==> src/rtl/i2c_reg_seq.sv <==
// i2c_reg_seq: turns register read/write requests into I2C byte-engine sequences; define I2C_RETRY_EN to retry NACKed device addresses
module i2c_reg_seq #(
  parameter int DONE_TIMEOUT = 1024,
  parameter int TO_W = 11,
  parameter int RETRIES = 2
) (
  input  logic       clk,
  input  logic       rst_n,
  input  logic       req_valid,
  output logic       req_ready,
  input  logic       req_wr,
  input  logic [6:0] req_dev,
  input  logic [7:0] req_reg,
  input  logic [7:0] req_wdata,
  output logic       rsp_valid,
  output logic [7:0] rsp_rdata,
  output logic       rsp_nack,
  output logic       rsp_timeout,
  output logic       byte_start,
  output logic [7:0] byte_data,
  output logic       byte_w_rn,
  output logic       byte_first,
  output logic       byte_last,
  output logic       byte_ack_out,
  input  logic [7:0] byte_rdata,
  input  logic       byte_ack_in,
  input  logic       byte_done
);
`ifdef I2C_RETRY_EN
  localparam bit RETRY_EN = 1'b1;
`else
  localparam bit RETRY_EN = 1'b0;
`endif
  typedef enum logic [2:0] {IDLE, ADDR_W, REG, WDATA, ADDR_R, RDATA, ABORT, RESP} state_t;
  state_t state, nxt;
  logic wr_q, nack_f, addr_nack, nack_now, retry, accept, expire, go;
  logic [6:0] dev_q, dev_s;
  logic [7:0] reg_q, wdata_q, n_data;
  logic [TO_W-1:0] cnt;
  logic [3:0] tries;
  logic n_first, n_last, n_wrn;
  always_comb begin
    accept = state == IDLE && req_valid && req_ready;
    expire = cnt == TO_W'(DONE_TIMEOUT - 1);
    nack_now = byte_ack_in && state != RDATA && state != ABORT;
    retry = RETRY_EN && addr_nack && tries < 4'(RETRIES);
    dev_s = state == IDLE ? req_dev : dev_q;
    nxt = RESP;
    case (state)
      IDLE:    nxt = ADDR_W;
      ADDR_W:  nxt = nack_now ? ABORT : REG;
      REG:     nxt = nack_now ? ABORT : (wr_q ? WDATA : ADDR_R);
      ADDR_R:  nxt = nack_now ? ABORT : RDATA;
      ABORT:   nxt = retry ? ADDR_W : RESP;
      default: nxt = RESP;
    endcase
    // read bytes and the STOP-only abort byte carry 0xFF on the data lines
    n_data = nxt == ADDR_W ? {dev_s, 1'b0} : nxt == REG ? reg_q : nxt == WDATA ? wdata_q :
             nxt == ADDR_R ? {dev_q, 1'b1} : 8'hFF;
    n_first = nxt == ADDR_W || nxt == ADDR_R;
    n_last = nxt == WDATA || nxt == RDATA || nxt == ABORT;
    n_wrn = nxt != RDATA;
    go = accept || (state != IDLE && state != RESP && byte_done && nxt != RESP);
  end
  always_ff @(posedge clk or negedge rst_n) begin
    if (!rst_n) begin
      state <= IDLE;
      req_ready <= 1'b1;
      rsp_valid <= 1'b0;
      rsp_rdata <= '0;
      rsp_nack <= 1'b0;
      rsp_timeout <= 1'b0;
      byte_start <= 1'b0;
      byte_data <= '0;
      byte_w_rn <= 1'b1;
      byte_first <= 1'b0;
      byte_last <= 1'b0;
      byte_ack_out <= 1'b1;
      wr_q <= 1'b0;
      dev_q <= '0;
      reg_q <= '0;
      wdata_q <= '0;
      cnt <= '0;
      tries <= '0;
      nack_f <= 1'b0;
      addr_nack <= 1'b0;
    end else begin
      byte_start <= 1'b0;
      rsp_valid <= 1'b0;
      case (state)
        IDLE: if (accept) begin
          wr_q <= req_wr;
          dev_q <= req_dev;
          reg_q <= req_reg;
          wdata_q <= req_wdata;
          req_ready <= 1'b0;
          tries <= '0;
          nack_f <= 1'b0;
          addr_nack <= 1'b0;
        end
        RESP: begin
          state <= IDLE;
          req_ready <= 1'b1;
        end
        default: if (byte_done) begin
          if (nack_now) begin
            nack_f <= 1'b1;
            addr_nack <= state == ADDR_W;
          end
          if (state == RDATA) rsp_rdata <= byte_rdata;
          if (state == ABORT && retry) begin
            tries <= tries + 1'b1;
            nack_f <= 1'b0;
            addr_nack <= 1'b0;
          end
          if (nxt == RESP) begin
            state <= RESP;
            rsp_valid <= 1'b1;
            rsp_nack <= nack_f | nack_now;
            rsp_timeout <= 1'b0;
          end
        end else if (expire) begin
          state <= RESP;
          rsp_valid <= 1'b1;
          rsp_nack <= nack_f;
          rsp_timeout <= 1'b1;
        end else cnt <= cnt + 1'b1;
      endcase
      if (go) begin
        state <= nxt;
        byte_start <= 1'b1;
        byte_data <= n_data;
        byte_first <= n_first;
        byte_last <= n_last;
        byte_w_rn <= n_wrn;
        cnt <= '0;
      end
    end
  end
endmodule
==> config.mk <==
export PLATFORM = sky130hd
export DESIGN_NAME = i2c_reg_seq
export DESIGN_NICKNAME = d
export VERILOG_FILES = /design/src/rtl/i2c_reg_seq.sv
export SDC_FILE = /design/constraint.sdc
export NUM_CORES = 1
export LEC_CHECK = 0
export BUFFER_PORTS_ARGS = -buffer_cell sky130_fd_sc_hd__buf_2
export CAP_MARGIN = 20
export CORE_MARGIN = 2
export CORE_UTILIZATION = 45
export DETAILED_ROUTE_END_ITERATION = 8
export GPL_TIMING_DRIVEN = 1
export PLACE_DENSITY_LB_ADDON = 0.25
export SYNTH_ARGS = -nofsm -noshare
export SYNTH_HDL_FRONTEND = slang
export SYNTH_SLANG_ARGS = --single-unit
==> constraint.sdc <==
create_clock -name clk -period 4.85 [get_ports clk]
set_input_delay 0 -clock clk [delete_from_list [all_inputs] [get_ports clk]]
set_output_delay 0 -clock clk [all_outputs]
set_load 0.05 [all_outputs]
==> results.py, run 1 <==
metrics = {
    "final_layout": {
        "nFillCells": 588,
        "layout-drive-gt1-share_pct": 31.4,
        "area_growth_pct": 26.5,
        "nets": 415,
        "fin_area_um2": 4060,
        "antenna_cells": 0,
        "final_cells": 478,
    },
    "synthesis": {
        "netlist_area_um2": 3210,
        "ys_seq_area_share_pct": 49.2,
        "syn_avg_cell_area_um2": 11.1,
        "syn-num-nets": 327,
        "ys.flop_type": "dfrtp_1",
        "yosysWarnings": 1,
        "synth_cell_type_count": 58,
        "synth_edf_count": 0,
        "async_flop_share_pct": 100,
        "ys_ff_latch": 63,
        "synthCells": 289,
    },
    "timing": {
        "fin_setup_tns_ns": 0,
        "holdWs_ns": 0.101,
        "drv_slew": 0,
        "hold_violations": 0,
        "rsz0062_at_grt": "no",
        "timing.final.crit_share_pct": 58.3,
        "min_period_ns": 2.83,
        "fmaxAchievable_mhz": 353,
        "tightestPinTransition_ns": 0.906,
        "relSlewSlack_pct": 39.2,
        "fin_worst_skew_ns": 0.0122,
        "setup_viol": 0,
    },
    "setup_path": {
        "reg2regPathDepth": 5,
        "r2r_start": "state[0]$_DFFE_PN0P_",
        "critical_path_required_ns": 5.08,
        "max_stage_delay_ns": 0.87,
        "regToRegEndpoint": "state[0]$_DFFE_PN0P_",
        "path_buf_inv": 2,
        "cp.arrival_ns": 3.06,
        "path_cells": "clkinv_1, nand3_1, and2_4, inv_6, o32a_1",
        "crit_path_end_kind": "register",
        "rrSetupSlack_ns": 2.02,
        "crit_path_start_kind": "register",
        "critPathMaxFanout": 27,
        "path_class": "register to register",
        "cpMaxStageDelayCell": "dfrtp_1",
        "crit_family": "simple AND/OR/NAND/NOR gates",
    },
    "detailed_routing": {
        "first_pass_iters": 4,
        "drt_wl_total_um": 7270,
        "num_vias": 2549,
        "drtIter0Drc": 183,
        "ant_nets": 0,
        "drc": 0,
        "vias_per_cell": 5.33,
        "routedWlPerCell_um": 15.2,
    },
    "floorplanning": {
        "die_h_um": 88.5,
        "start_util_pct": 47.0,
        "die-area_um2": 7820,
        "boundaryPins": 62,
        "floorplan.rows": 30,
        "core-area_um2": 6830,
        "dieWidth_um": 88.5,
    },
    "power": {
        "power_density_nw_per_um2": 601,
        "p_total_w": 0.00244,
        "irDropWorstVdd_mv": 0.413,
        "leakage_nw": 1.90,
    },
    "place": {
        "dpl_cell_area_um2": 3500,
        "place_congestion": 0.825,
        "dp_cells": 427,
        "place_hpwl_um": 4610,
        "io_buffers": 60,
    },
    "global_routing": {
        "grt_start_max_net_pins": 64,
        "grt_pass1_wl_um": 12000,
        "grt-ovfl-total": 0,
        "grt_pass1_vias": 2489,
        "grt_use_met3_pct": 5.50,
        "busiest_layer": "met2",
        "use_met1_pct": 28.1,
        "use_met2_pct": 30.1,
        "grt_util_all_layers_pct": 20.0,
        "antenna_found_initial": 0,
    },
    "worst_hold_path": {
        "whs_endpoint": "rsp_nack$_DFFE_PN0P_",
        "min_path_cells": 3,
        "hold_class": "input port to register",
        "holdCritStartpoint": "byte_ack_in",
    },
    "clock_network": {
        "cts_root_buffer": "clkbuf_8",
        "post_cts_buffers": 0,
        "cts.sink_count": 63,
        "cts.clk_slew.worst_paths_ns": 0.08,
        "cts_tree": "built",
        "htree_levels": 3,
        "cts_made_buffers": 9,
        "clock_latency_ns": 0.35,
        "cts_buffer_depth": 2,
    },
    "status": {
        "status": "complete, no violations",
    },
    "run": {
        "maxCapViolCount": 0,
    },
}
cell families after synthesis:
group | after synthesis | synth area share (%)
buffers and inverters | 35 | 6.35
AND/OR/NAND/NOR | 71 | 13.5
other | 1 | 0.117
AO/OA/AOI/OAI | 73 | 15.2
adder cells (fa/ha/maj) | 1 | 0.390
multiplexers | 45 | 15.3
flip-flops | 63 | 49.2
metal layers:
metal | wire length [um] | vias up
met5 | 0 | -
met4 | 94 | 0
met3 | 319 | 10
met2 | 3590 | 71
met1 | 3270 | 1232
li1 | - | 1236
power breakdown:
group | leakage, nW | switching, W | internal [W]
clock network | 0.0912 | 0.000224 | 0.000253
logic | 1.04 | 0.000656 | 0.000387
registers | 0.768 | 0.000192 | 0.000729
cell usage after synthesis (all sizes together), types with 3 or more instances:
library cell   n  area, um2
clkbuf         3       11.3
nand2b         5       38.8
buf           16        128
a211oi         3       22.5
o21ai         11       55.1
mux2          32        360
nor2          12       45.0
nor3           6       30.0
nand3         13       65.1
a31oi          3       18.8
or3            3       23.8
mux2i         13        130
nand4          5       37.5
nand2          7       26.3
nor2b          3       18.8
a221oi         7       61.3
a22o           7       61.3
a21oi         26        134
inv           15       61.3
and3           4       30.0
dfrtp         61       1530
layout make-up:
class / count / area [um2] / share of cell area, %
tap: 96 / 120 / 2.96
timing repair buffer: 96 / 663 / 16.3
clock inverter: 6 / 68.8 / 1.69
multi-input combinational: 191 / 1430 / 35.1
clock buffer: 10 / 138 / 3.39
inverter: 16 / 65.1 / 1.60
sequential: 63 / 1580 / 38.9
flip-flops by register name, summed over array words and instances, names as in the netlist, 3 cells and up:
register,cells
cnt,11
byte_data,8
reg_q,8
rsp_rdata,8
wdata_q,8
dev_q,7
state,3
repair_timing:
item	4_1_cts	5_1_grt
hold endpoints to repair	94	0
gates resized for setup	0	0
hold buffers	34	0
endpoints found under the setup margin	0	0
tightest hold or removal path, cell delays in order:
cell	delay [ns]
buf_2	0.18
a31oi_1	0.15
mux2i_1	0.07
per-stage QoR:
step / setup slack [ns] / util, %
floorplan: 2.96 / -
detailed placement: 2.05 / 51.2
global placement: 2.19 / 51.2
CTS: 2.05 / 59.2
finish: 2.02 / 59.4
global route: 1.85 / 59.4
worst max-delay path by stage:
stage | to | start | cells after the start | slack [ns]
2_1_floorplan | byte_last$_DFFE_PN0N_ | req_ready$_DFFE_PN1P_ | 5 | 2.96
3_3_place_gp | state[0]$_DFFE_PN0P_ | state[0]$_DFFE_PN0P_ | 5 | 2.19
3_5_place_dp | state[0]$_DFFE_PN0P_ | state[0]$_DFFE_PN0P_ | 5 | 2.05
4_1_cts | state[0]$_DFFE_PN0P_ | state[0]$_DFFE_PN0P_ | 5 | 2.05
5_1_grt | byte_last$_DFFE_PN0N_ | state[0]$_DFFE_PN0P_ | 5 | 1.85
6_report | state[0]$_DFFE_PN0P_ | state[0]$_DFFE_PN0P_ | 5 | 2.02
placed cells by master, fill, tap and decap left out, types with 3 or more instances in the layout:
cell type / count
a221oi_1: 7
buf_2: 60
a21oi_1: 25
a31oi_1: 3
a22o_1: 7
nor2_1: 12
dlygate4sd3_1: 34
nand4_1: 4
clkbuf_8: 10
nor2b_1: 3
nor3_1: 6
inv_1: 14
mux2_2: 30
dfrtp_1: 61
mux2i_1: 13
nand3_1: 13
clkinvlp_4: 4
and3_1: 3
a211oi_1: 3
nand2_1: 7
nand2b_1: 4
o21ai_0: 10
(Power assumes the default switching activity.)
==> run 2: changes to the inputs <==
--- a/config.mk
+++ b/config.mk
@@ -5,6 +5,7 @@
 export SDC_FILE = /design/constraint.sdc
 export NUM_CORES = 1
 export LEC_CHECK = 0
+export ABC_AREA = 1
 export BUFFER_PORTS_ARGS = -buffer_cell sky130_fd_sc_hd__buf_2
 export CAP_MARGIN = 20
 export CORE_MARGIN = 2
==> constraint.sdc (replaced) <==
create_clock -name clk -period 2.7 [get_ports clk]
set_input_delay 0 -clock clk [delete_from_list [all_inputs] [get_ports clk]]
set_output_delay 0 -clock clk [all_outputs]
set_load 0.05 [all_outputs]
==> results.py, run 2 <==
metrics = {
    "setup_path": {
        "crit_path_start_kind": "register",
        "regToRegEndpoint": "wdata_q[7]$_DFFE_PN0P_",
        "cpMaxStageDelayCell": "inv_2",
        "critical_path_required_ns": 2.96,
        "reg2regPathDepth": 7,
        "cp.arrival_ns": 2.36,
        "path_class": "register to register",
        "path_buf_inv": 2,
        "critPathLaunch": "state[0]$_DFFE_PN0P_",
        "r2r_start": "state[0]$_DFFE_PN0P_",
        "critPathMaxFanout": 38,
        "rrSetupSlack_ns": 0.60,
        "crit_family": "simple AND/OR/NAND/NOR gates",
        "max_stage_delay_ns": 0.56,
        "crit_path_end_kind": "register",
        "path_cells": "nor2_4, nand2_4, clkinv_4, nand3_4, inv_2, nand2_1, o21ai_1",
    },
    "final_layout": {
        "fin_util_pct": 58.2,
        "largest_reg_flops": 11,
        "nets": 545,
        "antenna_cells": 0,
        "nFillCells": 687,
        "layout-drive-gt1-share_pct": 21.1,
        "largest-register": "cnt",
        "area_growth_pct": 27.4,
        "layout_common_cells": "149 x nand2_1, 61 x dfrtp_1, 60 x buf_2",
        "fin_area_um2": 4160,
        "layout_commonest_cell": "nand2_1",
    },
    "floorplanning": {
        "die-area_um2": 7950,
        "core-area_um2": 7140,
        "floorplan.rows": 31,
        "dieWidth_um": 89.1,
        "boundaryPins": 62,
        "die_h_um": 89.1,
        "start_util_pct": 45.7,
    },
    "place": {
        "dpl_cell_area_um2": 3580,
        "place_congestion": 0.869,
        "place_hpwl_um": 5030,
        "io_buffers": 60,
    },
    "power": {
        "swShare_pct": 46.2,
        "power_density_nw_per_um2": 1180,
        "p_int_w": 0.00264,
        "leakage_nw": 2.17,
        "irDropWorstVdd_mv": 0.640,
        "p_comb_share_pct": 46.7,
        "p_switching_w": 0.00227,
        "clockPowerShare_pct": 19.9,
        "sequentialPowerShare_pct": 33.4,
        "p_total_w": 0.00492,
    },
    "synthesis": {
        "yosysWarnings": 1,
        "synth_top_area_share_pct": 46.8,
        "netlist_area_um2": 3260,
        "synth.most_common_cell": "nand2_1",
        "synth_edf_count": 0,
        "synth_cell_type_count": 33,
        "ys.flop_type": "dfrtp_1",
        "synth_common_cells": "149 x nand2_1, 61 x dfrtp_1, 41 x nor2_1",
        "syn_avg_cell_area_um2": 7.84,
        "synthTopCellsByArea": "dfrtp_1 47%, nand2_1 17%, nor2_1 4.7%",
        "syn-num-nets": 454,
        "async_flop_share_pct": 100,
        "yosysTopAreaCell": "dfrtp_1",
        "synthCells": 416,
        "ys_seq_area_share_pct": 48.4,
        "ys_ff_latch": 63,
    },
    "clock_network": {
        "cts_resized": 0,
        "cts_made_buffers": 9,
        "cts_buffer_depth": 2,
        "cts.clk_slew.worst_paths_ns": 0.07,
        "htree_levels": 3,
        "cts_tree": "built",
        "clock_latency_ns": 0.34,
        "ctsHoldBuffers": 34,
        "post_cts_buffers": 0,
        "cts.sink_count": 63,
        "cts_root_buffer": "clkbuf_8",
    },
    "timing": {
        "hold_violations": 0,
        "fin_setup_tns_ns": 0,
        "setup_viol": 0,
        "fin_worst_skew_ns": 0.0167,
        "rsz0062_at_grt": "no",
        "min_period_ns": 2.10,
        "timing.final.crit_share_pct": 77.9,
        "relSlewSlack_pct": 46.8,
        "tightestPinTransition_ns": 0.798,
        "drv_slew": 0,
        "fmaxAchievable_mhz": 476,
    },
    "global_routing": {
        "grt_start_max_net_pins": 64,
        "grt_util_all_layers_pct": 21.2,
        "grt_pass1_wl_um": 13000,
        "grt-ovfl-total": 0,
        "grt_pass1_vias": 2727,
        "antenna_found_initial": 0,
    },
    "detailed_routing": {
        "drtIter0Drc": 175,
        "ant_nets": 0,
        "vias_per_cell": 4.70,
        "drc": 0,
        "drt_wl_total_um": 7510,
        "first_pass_iters": 4,
        "routedWlPerCell_um": 12.3,
        "num_vias": 2870,
    },
    "status": {
        "status": "complete, no violations",
    },
    "worst_hold_path": {
        "hold_class": "input port to register",
        "min_path_cells": 3,
        "whs_endpoint": "nack_f$_DFFE_PN0P_",
        "holdCritStartpoint": "byte_ack_in",
    },
    "run": {
        "maxCapViolCount": 0,
    },
}
-- run 2: area by class of cell --
type                            count  area [um2]  area share [%]
Timing Repair Buffer               95         648            15.6
Tap cell                           99         124            2.98
Clock inverter                      6         109            2.62
Sequential cell                    63        1580            38.0
Clock buffer                       10         128            3.07
Inverter                           42         166            4.00
Multi-Input combinational cell    296        1400            33.7
-- run 2: stage by stage --
step           hold slack, ns  cells  worst slack [ns]
3_3_place_gp            0.198    561             0.686
6_report               0.0137    611             0.597
3_5_place_dp            0.196    561             0.625
4_1_cts               0.00330    611             0.609
2_1_floorplan          -0.296    416              1.24
5_1_grt                0.0275    611             0.302
-- run 2: routing by layer --
layer,part of all wire [%],GRT usage (%),vias up
met3,5.2,4.62,10
met5,0,0,-
li1,-,-,1485
met1,49,30.9,1292
met4,1.5,7.60,0
met2,44,31.3,83
-- run 2: power groups by stage --
stage	registers, W	logic, W	clock network (W)
after floorplan	0.00220	0.00125	0
after global placement	0.00164	0.00222	0
after detailed placement	0.00165	0.00225	0
after CTS	0.00164	0.00230	0.000992
after global routing	0.00170	0.00257	0.00104
final	0.00164	0.00229	0.000979
-- run 2: tightest hold or removal path, cell delays in order --
cell     delay (ns)
buf_2          0.14
nand4_1        0.09
a21oi_1        0.07
-- run 2: worst max-delay path by stage --
stage,endpoint,slack (ns),cells past startpoint
finish,wdata_q[7]$_DFFE_PN0P_,0.60,7
global route,state[0]$_DFFE_PN0P_,0.30,10
CTS,wdata_q[2]$_DFFE_PN0P_,0.61,6
detailed placement,wdata_q[2]$_DFFE_PN0P_,0.63,6
global placement,wdata_q[2]$_DFFE_PN0P_,0.69,6
floorplan,cnt[3]$_DFFE_PN0P_,1.24,10
-- run 2: cell families (layout without fill, tap and decap cells) --
group / count (synthesis) / after routing / synth area share (%)
buf+inv: 57 / 153 / 8.63
compound gates: 32 / 32 / 5.29
flops: 63 / 63 / 48.4
other cells: 1 / 1 / 0.115
xor+xnor: 7 / 7 / 1.88
simple gates: 247 / 247 / 32.5
fa+ha+maj: 1 / 1 / 0.384
mux: 8 / 8 / 2.76
==> run 3: changes to the inputs <==
--- a/config.mk
+++ b/config.mk
@@ -5,7 +5,7 @@
 export SDC_FILE = /design/constraint.sdc
 export NUM_CORES = 1
 export LEC_CHECK = 0
-export ABC_AREA = 1
+export ABC_AREA = 0
 export BUFFER_PORTS_ARGS = -buffer_cell sky130_fd_sc_hd__buf_2
 export CAP_MARGIN = 20
 export CORE_MARGIN = 2
==> constraint.sdc (replaced) <==
create_clock -name clk -period 1.94 [get_ports clk]
set_input_delay 0 -clock clk [delete_from_list [all_inputs] [get_ports clk]]
set_output_delay 0 -clock clk [all_outputs]
set_load 0.05 [all_outputs]
==> results.py, run 3 (same netlist as run 1, synthesis figures left out) <==
metrics = {
    "worst_hold_path": {
        "min_path_cells": 3,
        "whs_endpoint": "state[0]$_DFFE_PN0P_",
        "holdCritStartpoint": "byte_done",
        "hold_class": "input port to register",
    },
    "timing": {
        "fin_worst_skew_ns": 0.00732,
        "setup_ws_ns": 0.108,
        "fmaxAchievable_mhz": 546,
        "setup_viol": 0,
        "hold_violations": 0,
        "tightestPinTransition_ns": 0.637,
        "timing.final.crit_share_pct": 94.4,
        "min_period_ns": 1.83,
        "relSlewSlack_pct": 57.6,
        "fin_setup_tns_ns": 0,
        "drv_slew": 0,
        "rsz0062_at_grt": "no",
    },
    "final_layout": {
        "fin_area_um2": 4210,
        "nets": 432,
        "layout-drive-gt1-share_pct": 34.3,
        "layout_commonest_cell": "dfrtp_1",
        "nFillCells": 583,
        "final_cells": 495,
        "largest_reg_flops": 11,
        "layout_common_cells": "61 x dfrtp_1, 60 x buf_2, 34 x dlygate4sd3_1",
        "largest-register": "cnt",
        "antenna_cells": 0,
        "area_growth_pct": 31.3,
    },
    "status": {
        "status": "complete, no violations",
    },
    "clock_network": {
        "cts_made_buffers": 9,
        "cts.clk_slew.worst_paths_ns": 0.07,
        "cts_tree": "built",
        "cts_root_buffer": "clkbuf_8",
        "cts.sink_count": 63,
        "clock_latency_ns": 0.33,
        "cts_buffer_depth": 2,
        "htree_levels": 3,
    },
    "detailed_routing": {
        "vias_per_cell": 5.43,
        "routedWlPerCell_um": 15.4,
        "first_pass_iters": 4,
        "ant_nets": 0,
        "drtIter0Drc": 217,
        "drc": 0,
        "drt_wl_total_um": 7650,
        "num_vias": 2690,
    },
    "run": {
        "maxCapViolCount": 0,
    },
    "power": {
        "irDropWorstVdd_mv": 0.800,
        "leakage_nw": 2.01,
        "power_density_nw_per_um2": 1510,
    },
    "floorplanning": {
        "floorplan.rows": 30,
        "start_util_pct": 47.0,
        "boundaryPins": 62,
        "die_h_um": 88.5,
        "die-area_um2": 7820,
        "dieWidth_um": 88.5,
        "core-area_um2": 6830,
    },
    "setup_path": {
        "critical_path_required_ns": 2.16,
        "critPathLaunch": "state[1]$_DFFE_PN0P_",
        "rrSetupSlack_ns": 0.11,
        "path_class": "register to register",
        "r2r_start": "state[1]$_DFFE_PN0P_",
        "critPathMaxFanout": 11,
        "crit_path_end_kind": "register",
        "regToRegEndpoint": "byte_last$_DFFE_PN0N_",
        "crit_path_start_kind": "register",
        "reg2regPathDepth": 5,
        "cp.arrival_ns": 2.05,
    },
    "global_routing": {
        "grt_pass1_wl_um": 12700,
        "grt_start_max_net_pins": 41,
        "grt-ovfl-total": 0,
        "grt_pass1_vias": 2622,
        "antenna_found_initial": 0,
        "grt_util_all_layers_pct": 21.2,
    },
    "place": {
        "io_buffers": 60,
        "dpl_cell_area_um2": 3660,
        "dp_cells": 445,
        "place_hpwl_um": 5040,
        "place_congestion": 0.856,
        "dp_slack_ns": 0.0710,
    },
}
## run 3: cell types whose count changed in the layout (fill, tap and decap cells not counted), moves of 6 or more
cell / previous run / this run
buf_4: 1 / 17
nor2_1: 41 / 12
nand2_2: 6 / 0
nand2_1: 149 / 7
nand3_1: 26 / 13
inv_1: 36 / 14
a221oi_1: 0 / 7
mux2_2: 8 / 30
o21ai_1: 11 / 1
mux2i_1: 0 / 13
a21oi_1: 8 / 25
a22o_1: 0 / 7
## run 3: repair_timing
item	CTS	global route
gates resized for setup	0	2
buffers inserted	0	0
endpoints found under the hold margin	55	0
hold buffers	34	0
endpoints found under the setup margin	0	2
## run 3: critical path: stages, from the launching register on
cell and delay, ns:
dfrtp_1 0.54, a21oi_1 0.11, a221o_2 0.39, and2_4 0.23, inv_6 0.11, mux2_1 0.33
## run 3: worst max path at each step
stage	cells past startpoint	to	slack [ns]
6_report	5	byte_last$_DFFE_PN0N_	0.11
5_1_grt	4	rsp_rdata[3]$_DFFE_PN0P_	0.03
4_1_cts	5	cnt[7]$_DFFE_PN0P_	0.06
3_5_place_dp	5	cnt[7]$_DFFE_PN0P_	0.07
3_3_place_gp	5	cnt[7]$_DFFE_PN0P_	0.13
2_1_floorplan	5	byte_last$_DFFE_PN0N_	0.05
## run 3: cell type report
class,instances,area [um2],share of cell area [%]
inverters,16,65.1,1.54
clock inverters,6,83.8,1.99
repair buffers,113,808,19.2
flip-flops and latches,63,1580,37.5
well taps,96,120,2.85
clock buffers,10,128,3.03
multi-input cells,191,1430,33.9
## run 3: where the power goes
group          internal, W  total, W  switching (W)
registers          0.00183   0.00219       0.000364
logic              0.00111   0.00294        0.00183
clock network     0.000722   0.00124       0.000521
total              0.00366   0.00637        0.00271
## run 3: stage by stage
stage                     hold slack, ns  power, W  util, %
after floorplan                   -0.296   0.00435        -
after global placement            0.0279   0.00501     53.6
after detailed placement          0.0311   0.00508     53.6
after CTS                          0.112   0.00638     61.6
after global routing               0.128   0.00675     61.7
final                              0.127   0.00637     61.7
## run 3: metal layers
metal  track usage (%)  wire [um]
met5                 0          0
met4              7.58        119
met3              3.73        316
met2              35.1       3820
met1              28.3       3390
